## src/rtl/mm_burst_reader.sv

```systemverilog
// mm_burst_reader: burst read engine for one multimemory read port.
// Takes a command (address, len), issues len+1 word reads, buffers the
// returned words and presents them as a valid/ready stream with a last flag.
// Reads are issued only against free buffer space, so r_dvalid (which
// cannot be stalled) never overflows.
// Optional build macro MM_BURST_READER_STRIDE_EN adds cmd_stride.
module mm_burst_reader #(
    parameter int DATA_WIDTH = 16,
    parameter int ADDR_WIDTH = 16,
    parameter int LEN_WIDTH  = 8,
    parameter int FIFO_DEPTH = 8
) (
    input  logic                  clk,
    input  logic                  rst,
    input  logic [ADDR_WIDTH-1:0] cmd_addr,
    input  logic [LEN_WIDTH-1:0]  cmd_len,
    input  logic                  cmd_valid,
`ifdef MM_BURST_READER_STRIDE_EN
    input  logic [ADDR_WIDTH-1:0] cmd_stride,
`endif
    output logic                  cmd_ready,
    output logic [ADDR_WIDTH-1:0] r_addr,
    output logic                  r_avalid,
    input  logic                  r_aready,
    input  logic                  r_dvalid,
    input  logic [DATA_WIDTH-1:0] r_data,
    output logic [DATA_WIDTH-1:0] out_data,
    output logic                  out_valid,
    input  logic                  out_ready,
    output logic                  out_last,
    output logic                  busy,
    output logic                  err_unexp
);
    localparam int CW = $clog2(FIFO_DEPTH) + 1;
    localparam int PW = $clog2(FIFO_DEPTH);
    localparam int RW = LEN_WIDTH + 1;

    typedef enum logic [1:0] {S_IDLE, S_ISSUE, S_DRAIN} state_t;
    state_t state_q, state_d;

    logic [ADDR_WIDTH-1:0] addr_q, addr_d, step;
    logic                  avalid_q, avalid_d;
    logic [RW-1:0]         remaining_q, remaining_d;
    logic [LEN_WIDTH-1:0]  len_q, len_d, ret_cnt_q, ret_cnt_d;
    logic [CW-1:0]         outstanding_q, outstanding_d, mem_cnt_q, mem_cnt_d;
    logic [PW-1:0]         wr_ptr_q, wr_ptr_d, rd_ptr_q, rd_ptr_d;
    logic                  out_valid_q, out_valid_d, out_last_q, out_last_d;
    logic [DATA_WIDTH-1:0] out_data_q, out_data_d;
    logic                  err_q, err_d, cmd_ready_q, cmd_ready_d, busy_q, busy_d;
    logic [DATA_WIDTH:0]   mem [FIFO_DEPTH];
    logic                  mem_we;
    logic                  cmd_hs, a_hs, d_ok, o_hs, rd_last;
    logic [CW:0]           credit_used;

`ifdef MM_BURST_READER_STRIDE_EN
    logic [ADDR_WIDTH-1:0] stride_q, stride_d;
    assign step = stride_q;
`else
    assign step = ADDR_WIDTH'(1);
`endif

    assign cmd_hs  = cmd_valid & cmd_ready_q;
    assign a_hs    = avalid_q & r_aready;
    assign d_ok    = r_dvalid & (outstanding_q != '0);
    assign o_hs    = out_valid_q & out_ready;
    assign rd_last = (ret_cnt_q == len_q);
    // Everything already promised a buffer slot: in flight plus held words.
    assign credit_used = (CW+1)'(outstanding_q) + (CW+1)'(mem_cnt_q) + (CW+1)'(out_valid_q);

    // State register
    always_ff @(posedge clk) begin
        if (rst) state_q <= S_IDLE;
        else     state_q <= state_d;
    end

    // Next-state logic
    always_comb begin
        state_d = state_q;
        case (state_q)
            S_IDLE:  if (cmd_hs) state_d = S_ISSUE;
            S_ISSUE: if (a_hs && remaining_q == RW'(1)) state_d = S_DRAIN;
            S_DRAIN: if (o_hs && out_last_q && outstanding_q == '0 && mem_cnt_q == '0)
                         state_d = S_IDLE;
            default: state_d = S_IDLE;
        endcase
    end

    // FSM outputs, registered from the next state
    always_comb begin
        cmd_ready_d = (state_d == S_IDLE);
        busy_d      = (state_d != S_IDLE);
    end

    // Address issue: hold until accepted, re-arm only while credits remain
    always_comb begin
        addr_d      = addr_q;
        avalid_d    = avalid_q;
        remaining_d = remaining_q;
        len_d       = len_q;
`ifdef MM_BURST_READER_STRIDE_EN
        stride_d    = stride_q;
`endif
        if (cmd_hs) begin
            addr_d      = cmd_addr;
            remaining_d = RW'(cmd_len) + RW'(1);
            len_d       = cmd_len;
            avalid_d    = 1'b1;
`ifdef MM_BURST_READER_STRIDE_EN
            stride_d    = cmd_stride;
`endif
        end else if (state_q == S_ISSUE) begin
            if (a_hs) begin
                addr_d      = addr_q + step;
                remaining_d = remaining_q - RW'(1);
            end
            if (avalid_q && !r_aready)
                avalid_d = 1'b1;
            else
                avalid_d = (remaining_d != '0) &&
                           ((credit_used + (CW+1)'(a_hs)) < (CW+1)'(FIFO_DEPTH));
        end else begin
            avalid_d = 1'b0;
        end
    end

    // Response side: outstanding count, return counter, FIFO with output register.
    // When the output register is free and the FIFO is empty, a returning word
    // bypasses straight into it to get the one-cycle latency.
    always_comb begin
        outstanding_d = outstanding_q + CW'(a_hs) - CW'(d_ok);
        err_d         = err_q | (r_dvalid & (outstanding_q == '0));
        ret_cnt_d     = ret_cnt_q;
        if (d_ok)   ret_cnt_d = ret_cnt_q + LEN_WIDTH'(1);
        if (cmd_hs) ret_cnt_d = '0;

        out_valid_d = out_valid_q & ~out_ready;
        out_data_d  = out_data_q;
        out_last_d  = out_last_q;
        rd_ptr_d    = rd_ptr_q;
        mem_we      = 1'b0;
        mem_cnt_d   = mem_cnt_q;
        if (!out_valid_q || out_ready) begin
            if (mem_cnt_q != '0) begin
                out_valid_d              = 1'b1;
                {out_last_d, out_data_d} = mem[rd_ptr_q];
                rd_ptr_d                 = rd_ptr_q + PW'(1);
                mem_we                   = d_ok;
                mem_cnt_d                = mem_cnt_q - CW'(1) + CW'(d_ok);
            end else if (d_ok) begin
                out_valid_d = 1'b1;
                out_data_d  = r_data;
                out_last_d  = rd_last;
            end
        end else begin
            mem_we    = d_ok;
            mem_cnt_d = mem_cnt_q + CW'(d_ok);
        end
        wr_ptr_d = wr_ptr_q + PW'(mem_we);
    end

    // Datapath registers
    always_ff @(posedge clk) begin
        if (rst) begin
            addr_q        <= '0;
            avalid_q      <= 1'b0;
            remaining_q   <= '0;
            len_q         <= '0;
            ret_cnt_q     <= '0;
            outstanding_q <= '0;
            mem_cnt_q     <= '0;
            wr_ptr_q      <= '0;
            rd_ptr_q      <= '0;
            out_valid_q   <= 1'b0;
            out_data_q    <= '0;
            out_last_q    <= 1'b0;
            err_q         <= 1'b0;
            cmd_ready_q   <= 1'b1;
            busy_q        <= 1'b0;
`ifdef MM_BURST_READER_STRIDE_EN
            stride_q      <= '0;
`endif
        end else begin
            addr_q        <= addr_d;
            avalid_q      <= avalid_d;
            remaining_q   <= remaining_d;
            len_q         <= len_d;
            ret_cnt_q     <= ret_cnt_d;
            outstanding_q <= outstanding_d;
            mem_cnt_q     <= mem_cnt_d;
            wr_ptr_q      <= wr_ptr_d;
            rd_ptr_q      <= rd_ptr_d;
            out_valid_q   <= out_valid_d;
            out_data_q    <= out_data_d;
            out_last_q    <= out_last_d;
            err_q         <= err_d;
            cmd_ready_q   <= cmd_ready_d;
            busy_q        <= busy_d;
`ifdef MM_BURST_READER_STRIDE_EN
            stride_q      <= stride_d;
`endif
        end
    end

    // FIFO storage: data plus its last flag
    always_ff @(posedge clk) begin
        if (mem_we) mem[wr_ptr_q] <= {rd_last, r_data};
    end

    assign cmd_ready = cmd_ready_q;
    assign r_addr    = addr_q;
    assign r_avalid  = avalid_q;
    assign out_data  = out_data_q;
    assign out_valid = out_valid_q;
    assign out_last  = out_last_q;
    assign busy      = busy_q;
    assign err_unexp = err_q;
endmodule

```

## config.mk

```make
export PLATFORM = sky130hd
export DESIGN_NAME = mm_burst_reader
export DESIGN_NICKNAME = d
export VERILOG_FILES = /design/src/rtl/mm_burst_reader.sv
export SDC_FILE = /design/constraint.sdc
export NUM_CORES = 1
export LEC_CHECK = 0
export ABC_AREA = 0
export CORE_ASPECT_RATIO = 1.5
export CORE_UTILIZATION = 58
export CTS_CLUSTER_SIZE = 40
export DETAILED_ROUTE_END_ITERATION = 8
export GPL_TIMING_DRIVEN = 0
export HOLD_SLACK_MARGIN = 0.1
export MAX_ROUTING_LAYER = met4
export PLACE_DENSITY = 0.85
export SYNTH_ARGS = -nofsm -noshare
export SYNTH_HDL_FRONTEND = slang
export SYNTH_SLANG_ARGS = --single-unit
export TNS_END_PERCENT = 10
```

## constraint.sdc

```tcl
create_clock -name clk -period 4.25 [get_ports clk]
set_input_delay 0.85 -clock clk [delete_from_list [all_inputs] [get_ports clk]]
set_output_delay 0.85 -clock clk [all_outputs]
set_load 0.005 [all_outputs]
```

### Yosys cells after proc, flatten, opt, wreduce, memory -nomap -nowiden

Memory sizes are Yosys's and may differ from the RTL's. A register that Yosys moved wholly into a read port is not among the register bits.
Cells that the tools add are included.

* $add $sub $neg: 14
* order comparisons: 1
* equality and inequality tests: 5
* mux-type cells: 30
* bitwise gates (word level): 8
* reduce and logical (&&, ||, !) cells: 24

Operators by type and width (number)
* 2-to-1 mux 16 bit: 5
* 2-to-1 mux 9 bit: 5
* adder 16 x 1 -> 16 bit, second input constant: 1
* adder 4 x 1 -> 4 bit: 3
* 2-to-1 mux 1 bit: 12
* adder 5 x 1 -> 5 bit: 2
* adder 8 x 1 -> 9 bit, second input constant: 1
* equality test 9 x 1 -> 1 bit, second input constant: 1
* nonzero test 9 bit: 1
* subtractor 9 x 1 -> 9 bit, second input constant: 1
* adder 8 x 1 -> 8 bit, second input constant: 1
* equality test 8 bit: 1
* logical NOT 4 bit: 2
* 2-to-1 mux 4 bit: 2
* nonzero test 2 bit: 4
* nonzero test 4 bit: 2
* bitwise AND 1 bit: 6
* logical AND 1 bit: 6
* 2-to-1 mux 2 bit: 3
* 2-to-1 mux 3 bit: 2
* one-hot mux 2 bit (3 select lines): 1
* AND reduction 2 bit: 3
* adder 4 x 4 -> 5 bit: 1
* less-than comparator 5 x 4 -> 1 bit, second input constant: 1
* 13 further kinds: 15

* flip-flop bits (word level): 79
* RAM bits: 136
* input bits: 46
* output and inout bits: 38
* word-level logic and storage cells: 99
* memories kept: 1

Memories
* mem: words 8, bits a word 17, rd ports 1, clocked after memory_dff 1, write ports 1, line 50 `logic [DATA_WIDTH:0] mem [FIFO_DEPTH];`

### Depth between registers and ports, before layout

Gate-level depths: netlist (run 1).

* depth after elaboration: 9
* mapped depth: 13
* mapped depth without buffers: 12

### Worst setup path before layout (run 1)

No wires, ideal clock.

* path kind: input -> register
* from: input port out_ready
* to: memory mem[0][0] in the netlist's numbering, enable pin
* setup time: 0.413 ns
* arrival time: 2.931 ns
* required time: 3.837 ns
* path slack: 0.906 ns
* stages: 5
* buffers on the path: 1
* path through: nor2b_1 > buf_2 > nor2_2 > or3_1 > nor3_1

* cells in the longest elaborated chain, start to end: 4

Ends and longest elaborated chain
* start: declaration: line 29 `input logic out_ready,`
* logical OR 1 bit: line 142 `if (!out_valid_q || out_ready) begin`
* 2-to-1 mux 1 bit: line 142
* 2-to-1 mux 1 bit: line 206 `if (mem_we) mem[wr_ptr_q] <= {rd_last, r_data};`
* 2-to-1 mux 1 bit (not written as such): line 206
* end: declaration: line 50

No other way between the ends.

### Worst setup path in the final report (run 1)

* from: input port out_ready
* to: memory mem[0][3] in the netlist's numbering, enable pin

The elaborated chain is that of the path after synthesis.

==> results of run 1 <==
-- per-layer routing --
| layer | vias up | track usage | routed length, um |
|---|---|---|---|
| met5 | - | - | 0 |
| met1 | 3221 | 0.319 | 8210 |
| li1 | 3061 | - | - |
| met3 | 52 | 0.0300 | 1380 |
| met2 | 260 | 0.489 | 12200 |
| met4 | 0 | 0.103 | 573 |
-- cell usage after synthesis, drive strengths merged, types with 9 or more instances --
library cell,number
mux4,16
buf,24
ha,23
nand3,26
o21ai,21
clkbuf,17
nand4,18
nor3,10
a22oi,18
dfxtp,82
or3,9
nand2,48
xnor2,19
o31ai,22
xor2,20
a31oi,16
inv,19
edfxtp,136
mux2i,45
a21oi,34
nor2,48
-- critical path, delay by kind of cell --
kind	cells	cell delay, ps
buffers and inverters	3	1050
and+or+nand+nor	4	1480
-- flip-flops by register name (all words and copies together), names as in the netlist, named ones only --
| register | count |
|---|---|
| mem_cnt_q | 4 |
| len_q | 8 |
| outstanding_q | 4 |
| r_avalid | 1 |
| rd_ptr_q | 3 |
| state_q | 2 |
| out_last | 1 |
| remaining_q | 9 |
| err_unexp | 1 |
| cmd_ready | 1 |
| mem | 136 |
| out_data | 16 |
| busy | 1 |
| ret_cnt_q | 8 |
| r_addr | 16 |
| out_valid | 1 |
| wr_ptr_q | 3 |
-- worst max path at each step --
stage,startpoint,endpoint,cells past startpoint
3_5_place_dp,out_ready,mem[0][6]$_DFFE_PP_,7
2_1_floorplan,out_ready,mem[0][0]$_DFFE_PP_,5
5_1_grt,out_ready,mem[0][3]$_DFFE_PP_,7
4_1_cts,out_ready,mem[0][3]$_DFFE_PP_,7
3_3_place_gp,out_ready,mem[0][9]$_DFFE_PP_,6
6_report,out_ready,mem[0][3]$_DFFE_PP_,7
-- metrics by stage --
step / setup WS (ps) / setup TNS, ps / instance area [um2] / utilization
global placement: -759 / -21130 / 10600 / 0.656
floorplan: 906 / 0 / 9510 / -
detailed placement: 559 / 0 / 10700 / 0.666
finish: 1040 / 0 / 11400 / 0.706
CTS: 1010 / 0 / 11400 / 0.706
global route: 878 / 0 / 11400 / 0.706
-- area by class of cell --
cell class	instances	area (um2)	area share
timing repair buffer	89	948	0.0834
multi-input combinational	469	3540	0.311
inverter	20	75.1	0.00660
clock inverter	10	85.1	0.00748
buffer	41	190	0.0167
tap	206	258	0.0227
clock buffer	26	554	0.0487
sequential	218	5730	0.503
-- report_power, final --
part	leakage (nW)	internal [mW]	switching [mW]
combinational	1.65	0.704	0.913
clock	0.309	0.990	0.771
sequential	1.90	2.48	0.162
-- kinds of logic after synthesis --
kind of cell             after synthesis  synth area share
adder cells (fa/ha/maj)               25            0.0345
AND/OR/NAND/NOR                      199             0.108
multiplexers                          61            0.0853
AO/OA/AOI/OAI                        145             0.106
XOR/XNOR                              39            0.0359
flip-flops                           218             0.602
buffers and inverters                 61            0.0279
==> qor.yml, run 1 <==
clock_network:
  worstSkewPairLatency_ps: 490
  cts_setup_buffers: 0
  cts_buffer_depth: 3
  cts_tree: "done"
  cts_inserted_buffers: 20
  clock-root-buffer: "clkbuf_16"
  cts_resized: 0
  htree_levels: 1
  path_clk_slew_ps: 60
  cts_hold_buffers: 0
  clkSinkCount: 218
sta:
  max_freq_ghz: 0.311
  worst_pin_slew_ps: 983
  slew-limit-headroom: 0.341
  hold_viol_final: 0
  slew_violations: 0
  final.period_utilization: 0.756
  period_needed_ps: 3210
  setup_violations: 0
  holdWs_ps: 475
  skew_ps: 9.25
  grt_setup_unrepaired: "false"
synthesis:
  yosysUniqueCellTypes: 63
  syn_inst: 748
  async_flop_share: 0
  synth_nets: 819
  yosys.area.top_type: "edfxtp_1"
  synth.top_cell.area_share: 0.430
  synth_seq_area_share: 0.602
  syn_area_per_cell_um2: 12.7
  ys_warn_count: 0
  synth.area.top_cells: "edfxtp_1 43%, dfxtp_1 17%, mux2i_1 4.7%"
  synth-main-ff-cell: "edfxtp_1"
  synth_edf_count: 136
  synth_area_mm2: 0.00951
  ys_ff_latch: 218
global_route:
  grt_pass1_wl_um: 35000
  grt_max_degree: 17
  grt_antenna_before_repair: 0
  grt_overflow: 0
  grt_pass1_vias: 6666
  grt_use_total: 0.276
drt:
  routed_wl_um: 22400
  drt-pass1-iter-count: 5
  drtIter0Drc: 468
  via_per_inst: 6.11
  routed-via-count: 6594
  drc: 0
  post_drt_wl_per_cell_um: 20.8
  ant_nets: 0
power:
  ir_drop_v: 0.000345
  leakagePower_nw: 3.86
  p_per_area_mw_per_mm2: 529
  p_total_mw: 6.02
die:
  io_pins: 84
  dieWidth_um: 107
  core_mm2: 0.0161
  die_height_um: 159
  rows: 57
  die_area_mm2: 0.0169
  start_util: 0.590
run:
  drv_cap: 0
final_layout:
  n_fill_cell: 1128
  stdcell_count: 1079
  num-nets-final: 930
  final_common_cell: "edfxtp_1"
  diodes: 0
  area_growth_pct: 19.7
  layout-drive-gt1-share: 0.115
  final_cell_mix: "136 x edfxtp_1, 82 x dfxtp_1, 81 x clkdlybuf4s50_1, 46 x nand2_1, 45 x mux2i_1"
setup_path:
  r2r-start: "outstanding_q[2]$_SDFF_PP0_"
  crit-reg2reg-capture: "mem[0][3]$_DFFE_PP_"
  crit_chain: "clkdlybuf4s50_1 > nor2b_1 > buf_2 > nor2_2 > or3_1 > nor3_2 > buf_6"
  worstPathMaxFanout: 10
  worstRegToRegCells: 8
  cpMaxStageDelayCell: "nor3_2"
  arrival_ps: 3400
  max_stage_delay_ps: 660
  regToRegSetupSlack_ps: 1300
  startpoint_type: "input port"
  endpoint_kind: "register"
  crit_required_ps: 4440
  path_class: "in2reg"
hold_path:
  min_to: "len_q[0]$_SDFFE_PP0P_"
  min_from: "len_q[0]$_SDFFE_PP0P_"
  worstHoldPathCells: 2
  hold_path.class: "reg2reg"
placed_design:
  port-buffer-count: 81
  dpl.cell_count: 1043
  place.detailed.hpwl_um: 15100
  place.gp.congestion: 0.863
outcome:
  status: "finished, final reports clean"
No activity file was read; power rests on OpenSTA's default activity.
==> run 2, diff against run 1 <==
==> constraint.sdc (replaced) <==
create_clock -name clk -period 3.01 [get_ports clk]
set_input_delay 0.602 -clock clk [delete_from_list [all_inputs] [get_ports clk]]
set_output_delay 0.602 -clock clk [all_outputs]
set_load 0.005 [all_outputs]
==> run 2 against run 1 <==
  * Worst setup slack worse by 780 ps
  * Count of clock-buffer cells in the layout is 2 lower
  * Global-route usage is 1.1 points higher
  * Critical path depth stayed put
  * First-iteration DRC count is 14% higher
  * Non-clock buffer count stayed put
  * Hold slack worse by 30 ps
  * Largest cell class unchanged
  * Critical path type unchanged
  * Cell count is 0.19% higher
  * Die area stayed put
  * Sequential power is 42% higher
==> qor.yml, run 2 (synthesis results as in run 1) <==
final_layout:
  largest_reg_flops: 136
  final-seq-area_mm2: 0.00573
  diodes: 0
  stdcell_count: 1081
  num-nets-final: 931
  n_fill_cell: 1102
  final_common_cell: "edfxtp_1"
  layout-drive-gt1-share: 0.118
  final_area_mm2: 0.0114
  multi_input_area_mm2: 0.00355
  final_cell_mix: "136 x edfxtp_1, 82 x dfxtp_1, 81 x clkdlybuf4s50_1, 46 x nand2_1, 45 x mux2i_1"
  area_growth_pct: 20.2
  largest-register: "mem"
setup_path:
  crit_chain: "clkdlybuf4s50_1 > nor2b_1 > buf_2 > nor2_2 > or3_1 > nor2_2 > buf_8"
  path_class: "in2reg"
  endpoint_kind: "register"
  startpoint_type: "input port"
  crit_required_ps: 3230
  arrival_ps: 2970
  crit_family: "simple AND/OR/NAND/NOR gates"
  cpMaxStageDelayCell: "clkdlybuf4s50_1"
  cp_common_cell: "nor2_2"
  worstPathMaxFanout: 10
  max_stage_delay_ps: 490
  cp.buffers_inverters: 3
placed_design:
  placed_area_mm2: 0.0108
  port-buffer-count: 81
  place.gp.congestion: 0.873
  dpl.cell_count: 1043
  place.detailed.hpwl_um: 15300
sta:
  slew_violations: 0
  grt_setup_unrepaired: "false"
  slew-limit-headroom: 0.456
  holdWs_ps: 444
  final.period_utilization: 0.916
  period_needed_ps: 2760
  tns_ps: 0
  hold_viol_final: 0
  skew_ps: 12.8
  worst_pin_slew_ps: 813
  max_freq_ghz: 0.363
  setup_violations: 0
clock_network:
  cts_resized: 0
  path_clk_slew_ps: 60
  htree_levels: 1
  clkSinkCount: 218
  worstSkewPairLatency_ps: 510
  cts_hold_buffers: 0
  cts_setup_buffers: 0
  clock-root-buffer: "clkbuf_16"
  cts_tree: "done"
  cts_inserted_buffers: 21
  cts_buffer_depth: 3
power:
  leakagePower_nw: 3.88
  ir_drop_v: 0.000577
  p_per_area_mw_per_mm2: 757
drt:
  routed-via-count: 6779
  drc: 0
  routed_wl_um: 22900
  via_per_inst: 6.27
  drtIter0Drc: 533
  ant_nets: 0
  drt-pass1-iter-count: 7
  post_drt_wl_per_cell_um: 21.1
global_route:
  grt_use_total: 0.287
  grt_antenna_before_repair: 0
  grt_pass1_vias: 6903
  grt_max_degree: 16
  grt_overflow: 0
  grt_pass1_wl_um: 36100
die:
  core_mm2: 0.0161
  start_util: 0.590
  io_pins: 84
  dieWidth_um: 107
  die_height_um: 159
  rows: 57
  die_area_mm2: 0.0169
outcome:
  status: "finished, final reports clean"
hold_path:
  hold_path.class: "in2reg"
run:
  drv_cap: 0
run 2: changes by cell type in the layout (fill, tap and decap cells not counted), sizes merged:
cell,before,now
inv,20,21
clkbuf,43,41
bufinv,1,2
clkinvlp,2,4
run 2: path summary, 6_finish.rpt:
kind | start | endpoint | slack [ps] | depth (start not counted)
min reg2reg | err_unexp$_SDFF_PP0_ | err_unexp$_SDFF_PP0_ | 470 | 2
min | rst | wr_ptr_q[0]$_SDFF_PP0_ | 440 | 2
max reg2reg | outstanding_q[2]$_SDFF_PP0_ | mem[6][3]$_DFFE_PP_ | 330 | 8
max | out_ready | mem[6][3]$_DFFE_PP_ | 250 | 7
run 2: power by group:
part / switching, mW / total, mW / internal [mW]
Combinational: 1.32 / 2.32 / 1.00
Sequential: 0.236 / 3.74 / 3.50
Clock: 1.13 / 2.60 / 1.47
run 2: area by class of cell:
cell class                 instances  share of cell area
timing repair buffer              89              0.0844
tap                              206              0.0226
buffer                            41              0.0166
inverter                          20             0.00657
sequential                       218               0.501
clock inverter                    14              0.0116
clock buffer                      24              0.0470
multi-input combinational        469               0.310
run 2: through the flow:
| step | util | worst slack (ps) | power, mW |
|---|---|---|---|
| 5_1_grt | 0.709 | 219 | 9.03 |
| 2_1_floorplan | - | 152 | 5.16 |
| 4_1_cts | 0.709 | 289 | 8.65 |
| 6_report | 0.709 | 254 | 8.65 |
| 3_3_place_gp | 0.656 | -1390 | 5.93 |
| 3_5_place_dp | 0.668 | -209 | 6.05 |
run 2: metal layers:
layer / vias up / track usage / part of all wire
met1: 3325 / 0.321 / 0.36
met3: 67 / 0.0386 / 0.065
met5: - / - / 0
met2: 317 / 0.506 / 0.54
li1: 3070 / - / -
met4: 0 / 0.123 / 0.034
run 2: worst register-to-register path, cell delays in order (launching register included):
cell and delay, ps:
dfxtp_1 360, inv_1 80, ha_1 200, or3b_1 170, buf_2 280, nand2_4 140, or3_1 490, nor2_2 440
buf_8 220
